[src/rtl/empacotador_matriz.sv]
// Stream-to-matrix packer: gathers DIM*DIM signed elements in row-major order
// and presents them as one packed bus, with an assembly stage and an output stage.
module empacotador_matriz #(
  parameter int ELEM_W = 8,
  parameter int DIM    = 5
) (
  input  logic                        clk,
  input  logic                        reset,
  input  logic [ELEM_W-1:0]           in_elem,
  input  logic                        in_valid,
  input  logic                        in_last,
  output logic                        in_ready,
  output logic [ELEM_W*DIM*DIM-1:0]   matriz_A,
  output logic                        out_valid,
  input  logic                        out_ready,
  output logic                        err_frame
);

  localparam int N     = DIM * DIM;
  localparam int W     = ELEM_W * N;
  localparam int IDX_W = (N > 1) ? $clog2(N) : 1;
  localparam logic [IDX_W-1:0] LAST_IDX = IDX_W'(N - 1);

  typedef enum logic {
    COLLECT = 1'b0,
    FULL    = 1'b1
  } state_t;

  state_t           state_q, state_d;
  logic [IDX_W-1:0] idx_q, idx_d;
  logic [W-1:0]     asm_q, asm_d;
  logic [W-1:0]     mat_q, mat_d;
  logic             out_valid_q, out_valid_d;
  logic             err_q, err_d;
  logic [W-1:0]     asm_wr;
  logic             accept;
  logic             out_free;
  logic             out_hs;

  // in_ready comes from registered state only; reset gates it so nothing is taken mid-reset
  assign in_ready  = (state_q == COLLECT) && !reset;
  assign accept    = in_valid && in_ready;
  assign out_free  = !out_valid_q || out_ready;
  assign out_hs    = out_valid_q && out_ready;
  assign matriz_A  = mat_q;
  assign out_valid = out_valid_q;
  assign err_frame = err_q;

  // Assembly image with the incoming element dropped into the current slot
  always_comb begin
    asm_wr = asm_q;
    asm_wr[idx_q*ELEM_W +: ELEM_W] = in_elem;
  end

  // Next-state logic for the packer FSM, index, buffers and framing flag
  always_comb begin
    state_d = state_q;
    idx_d   = idx_q;
    asm_d   = asm_q;
    mat_d   = mat_q;
    err_d   = err_q;
    if (out_hs) begin
      out_valid_d = 1'b0;
    end else begin
      out_valid_d = out_valid_q;
    end

    case (state_q)
      COLLECT: begin
        if (accept) begin
          if (idx_q == LAST_IDX) begin
            // A full matrix without its in_last marker is still emitted, but flagged
            asm_d = asm_wr;
            idx_d = {IDX_W{1'b0}};
            if (!in_last) begin
              err_d = 1'b1;
            end else begin
              err_d = err_q;
            end
            if (out_free) begin
              mat_d       = asm_wr;
              out_valid_d = 1'b1;
              state_d     = COLLECT;
            end else begin
              state_d = FULL;
            end
          end else if (in_last) begin
            idx_d = {IDX_W{1'b0}};
            err_d = 1'b1;
          end else begin
            asm_d = asm_wr;
            idx_d = idx_q + IDX_W'(1);
          end
        end else begin
          idx_d = idx_q;
        end
      end
      FULL: begin
        if (out_free) begin
          mat_d       = asm_q;
          out_valid_d = 1'b1;
          state_d     = COLLECT;
        end else begin
          state_d = FULL;
        end
      end
      default: begin
        state_d = COLLECT;
        idx_d   = {IDX_W{1'b0}};
      end
    endcase
  end

  // State and datapath registers with synchronous reset
  always_ff @(posedge clk) begin
    if (reset) begin
      state_q     <= COLLECT;
      idx_q       <= {IDX_W{1'b0}};
      asm_q       <= {W{1'b0}};
      mat_q       <= {W{1'b0}};
      out_valid_q <= 1'b0;
      err_q       <= 1'b0;
    end else begin
      state_q     <= state_d;
      idx_q       <= idx_d;
      asm_q       <= asm_d;
      mat_q       <= mat_d;
      out_valid_q <= out_valid_d;
      err_q       <= err_d;
    end
  end

endmodule

[config.mk]
export PLATFORM = sky130hd
export DESIGN_NAME = empacotador_matriz
export DESIGN_NICKNAME = d
export VERILOG_FILES = /design/src/rtl/empacotador_matriz.sv
export SDC_FILE = /design/constraint.sdc
export NUM_CORES = 1
export LEC_CHECK = 0
export ABC_AREA = 1
export CAP_MARGIN = 20
export CORE_MARGIN = 8
export CORE_UTILIZATION = 52
export DETAILED_ROUTE_END_ITERATION = 7
export PLACE_DENSITY = 0.89
export SLEW_MARGIN = 20
export SYNTH_ARGS = -nofsm -noshare
export SYNTH_HDL_FRONTEND = slang
export SYNTH_SLANG_ARGS = --single-unit
[constraint.sdc]
create_clock -name clk -period 3 [get_ports clk]
set_input_delay 0.3 -clock clk [delete_from_list [all_inputs] [get_ports clk]]
set_output_delay 0.3 -clock clk [all_outputs]
set_load 0.01 [all_outputs]
==> flow_summary.json <==
{
  "worstMarginPinSlew_ps": 1260,
  "r2r-start": "idx_q[1]",
  "hold_buffers": 0,
  "fmax_ghz": 0.346,
  "routedWlPerCell_um": 18.2,
  "ys_types": 31,
  "p_leak_nw": 11.1,
  "drtIter0Drc": 3004,
  "ioPinCount": 216,
  "crit_chain": "inv_1 -> ha_2 -> inv_1 -> nor2_4 -> inv_1 -> nor2_1 -> ha_2 -> buf_4 -> inv_6 -> nand3_1 -> nand2_1 -> o21ai_0 -> o21bai_1 -> inv_1",
  "overflow": 0,
  "routed_wl_um": 68500,
  "num_rows": 72,
  "cpMostUsedCell": "inv_1",
  "core_area_sq_um": 38700,
  "syn_area_per_cell_sq_um": 6.53,
  "numPortBuffers": 215,
  "worstPathArrival_ps": 3320,
  "power.density_nw_per_um2": 489,
  "gp_congestion": 1.00,
  "synthArstFlopShare_pct": 0,
  "multi_input_area_sq_um": 9980,
  "max_cap_violations": 0,
  "final-seq-area_sq_um": 8170,
  "hold_violations": 0,
  "synth_area_sq_um": 20500,
  "critical_path_class": "flip-flop to flip-flop",
  "syn_nets": 3153,
  "critPathRequiredTime_ps": 3430,
  "cts_made_buffers": 43,
  "finalMaxSlewViolations": 0,
  "antenna_found_initial": 0,
  "synth_top_area_share_pct": 39.9,
  "grt_pass1_wl_um": 108000,
  "dr.pass1.iters": 6,
  "drc": 0,
  "slowest_stage": "dfxtp_1",
  "ys.flop_type": "dfxtp_1",
  "clock-sinks": 408,
  "path_clk_slew_ps": 70,
  "post-route-period-util_pct": 96.3,
  "cts_tree": "yes",
  "r2r-end": "asm_q[0]",
  "end_kind": "flip-flop",
  "grt_max_degree": 201,
  "crit_family": "simple AND/OR/NAND/NOR gates",
  "drive_gt1_share_pct": 5.26,
  "synth_top_cell_by_area": "dfxtp_1",
  "grt_pass1_vias": 20253,
  "synthTopCellsByCount": "nand2_1, a21oi_1, dfxtp_1",
  "synth_seq_cells": 408,
  "syn-instance-count": 3136,
  "slowest_delay_ps": 350,
  "yosysSeqAreaShare_pct": 39.9,
  "skew_ps": 27.6,
  "die_h_um": 214,
  "status": "completed",
  "min_to": "idx_q[1]",
  "synthTopCellsByArea": "dfxtp_1, nand2_1, a21oi_1",
  "cp-start-kind": "flip-flop",
  "die_w_um": 214,
  "grt_usage_pct": 28.1,
  "initial_core_util_pct": 52.9,
  "h-tree-depth": 2,
  "reg2reg_depth": 14,
  "slew_headroom_pct": 15.8,
  "whs_ps": 342,
  "synth_edf_count": 0,
  "min_from": "reset",
  "reg2reg_slack_ps": 110,
  "dieArea_sq_um": 46000,
  "design_area_sq_um": 24500,
  "fin_crit_ps": 2890,
  "ctsLongestPathBuffers": 3,
  "nets": 3241,
  "dpl_cell_area_sq_um": 23100,
  "detailroute.via_count": 22095,
  "setup_viol_count_final": 0,
  "crit_buf_inv": 6,
  "via_per_inst": 5.86,
  "areaGrowthSynthToFinish_pct": 19.8,
  "whs_path_depth": 5,
  "cp_max_fo": 28,
  "antenna_cells": 0,
  "peakVddDrop_v": 0.000485,
  "rsz0062_at_grt": "yes",
  "yosysWarnings": 0,
  "antenna_left": 0,
  "clk_latency_ps": 560,
  "hpwl_um": 43100,
  "synth.most_common_cell": "nand2_1",
  "fillers": 3325,
  "cts_root_buf": "clkbuf_16",
  "hp-class": "primary input to flip-flop"
}
kinds of logic after synthesis:
logic type	share of synthesized area (%)
and+or+nand+nor	23.9
AOI/OAI and AO/OA	24.2
buffers and inverters	11.8
DFF	39.9
adders and majority gates	0.244
flip-flops by register name, summed over array words and instances, names as in the netlist:
register,cells
idx_q,5
state_q,1
matriz_A,200
asm_q,200
out_valid,1
err_frame,1
worst max-delay path by stage:
stage	startpoint	endpoint	slack, ps	depth (start not counted)
after floorplan	idx_q[0]	asm_q[176]	60	18
after global placement	idx_q[1]	matriz_A[175]	80	14
after detailed placement	idx_q[1]	matriz_A[162]	-40	14
after CTS	idx_q[1]	matriz_A[129]	30	13
after global routing	idx_q[1]	matriz_A[16]	-40	15
final	idx_q[1]	asm_q[0]	110	14
power breakdown:
group	leakage (nW)	internal [mW]	total, mW	switching [mW]
Sequential	3.31	5.56	5.64	0.0821
Clock	0.686	3.07	5.29	2.22
Combinational	7.08	0.329	1.07	0.745
layer usage:
layer  routed length (um)  global-route usage [%]  vias to the layer above
met1                27100                    37.7                    10002
met2                29400                    41.4                     1382
li1                     -                       -                    10482
met4                 3650                    14.5                        0
met5                    0                       0                        -
met3                 8380                    6.74                      229
area by class of cell:
class	instances	share of cell area, %
multi-input combinational	2097	40.7
sequential	408	33.3
timing repair buffer	276	11.6
inverter	398	6.22
clock buffer	60	5.10
tap	518	2.64
clock inverter	13	0.484
worst min-delay path, cell delays in order:
cell and delay [ps]:
buf_4 90, nor2_1 50, nand2_1 140, buf_4 190, o41ai_1 80
per-stage QoR:
step                      setup TNS (ps)  power (mW)  utilization, %  instances  setup slack [ps]
final                                  0        12.0            63.3       3770               112
after global placement                 0        6.75            59.6       3695              75.4
after detailed placement            -130        6.78            59.6       3695             -42.4
after CTS                              0        12.0            63.1       3768              29.4
after floorplan                        0        6.50               -       3136              55.3
after global routing                -364        12.4            63.3       3770             -36.6
layout by cell type (no fill, tap or decap), types with 3 or more instances in the layout:
| cell type | netlist | final |
|---|---|---|
| nand4_1 | 114 | 114 |
| nor2_1 | 29 | 28 |
| nor2_4 | 1 | 5 |
| o21bai_1 | 56 | 56 |
| nor2_2 | 9 | 6 |
| nand3_1 | 172 | 166 |
| inv_2 | 4 | 3 |
| nor3_1 | 21 | 21 |
| buf_4 | 2 | 43 |
| clkbuf_16 | 0 | 45 |
| nand2_1 | 774 | 773 |
| inv_1 | 389 | 385 |
| clkbuf_8 | 0 | 7 |
| buf_12 | 0 | 19 |
| clkbuf_1 | 175 | 8 |
| dfxtp_1 | 408 | 407 |
| inv_6 | 0 | 4 |
| nand3_2 | 2 | 7 |
| a21oi_1 | 548 | 548 |
| clkinv_1 | 4 | 3 |
| nand2_2 | 5 | 6 |
| o21ai_1 | 20 | 20 |
| o21ai_0 | 333 | 333 |
| clkdlybuf4s50_1 | 0 | 214 |
| clkinv_2 | 0 | 11 |
what timing repair did:
action / CTS / global route
pin swaps: 0 / 1
resized for setup: 1 / 13
gates cloned: 0 / 0
setup endpoints to repair: 60 / 331
buffers inserted: 0 / 2
No activity file was read; power rests on OpenSTA's default activity.
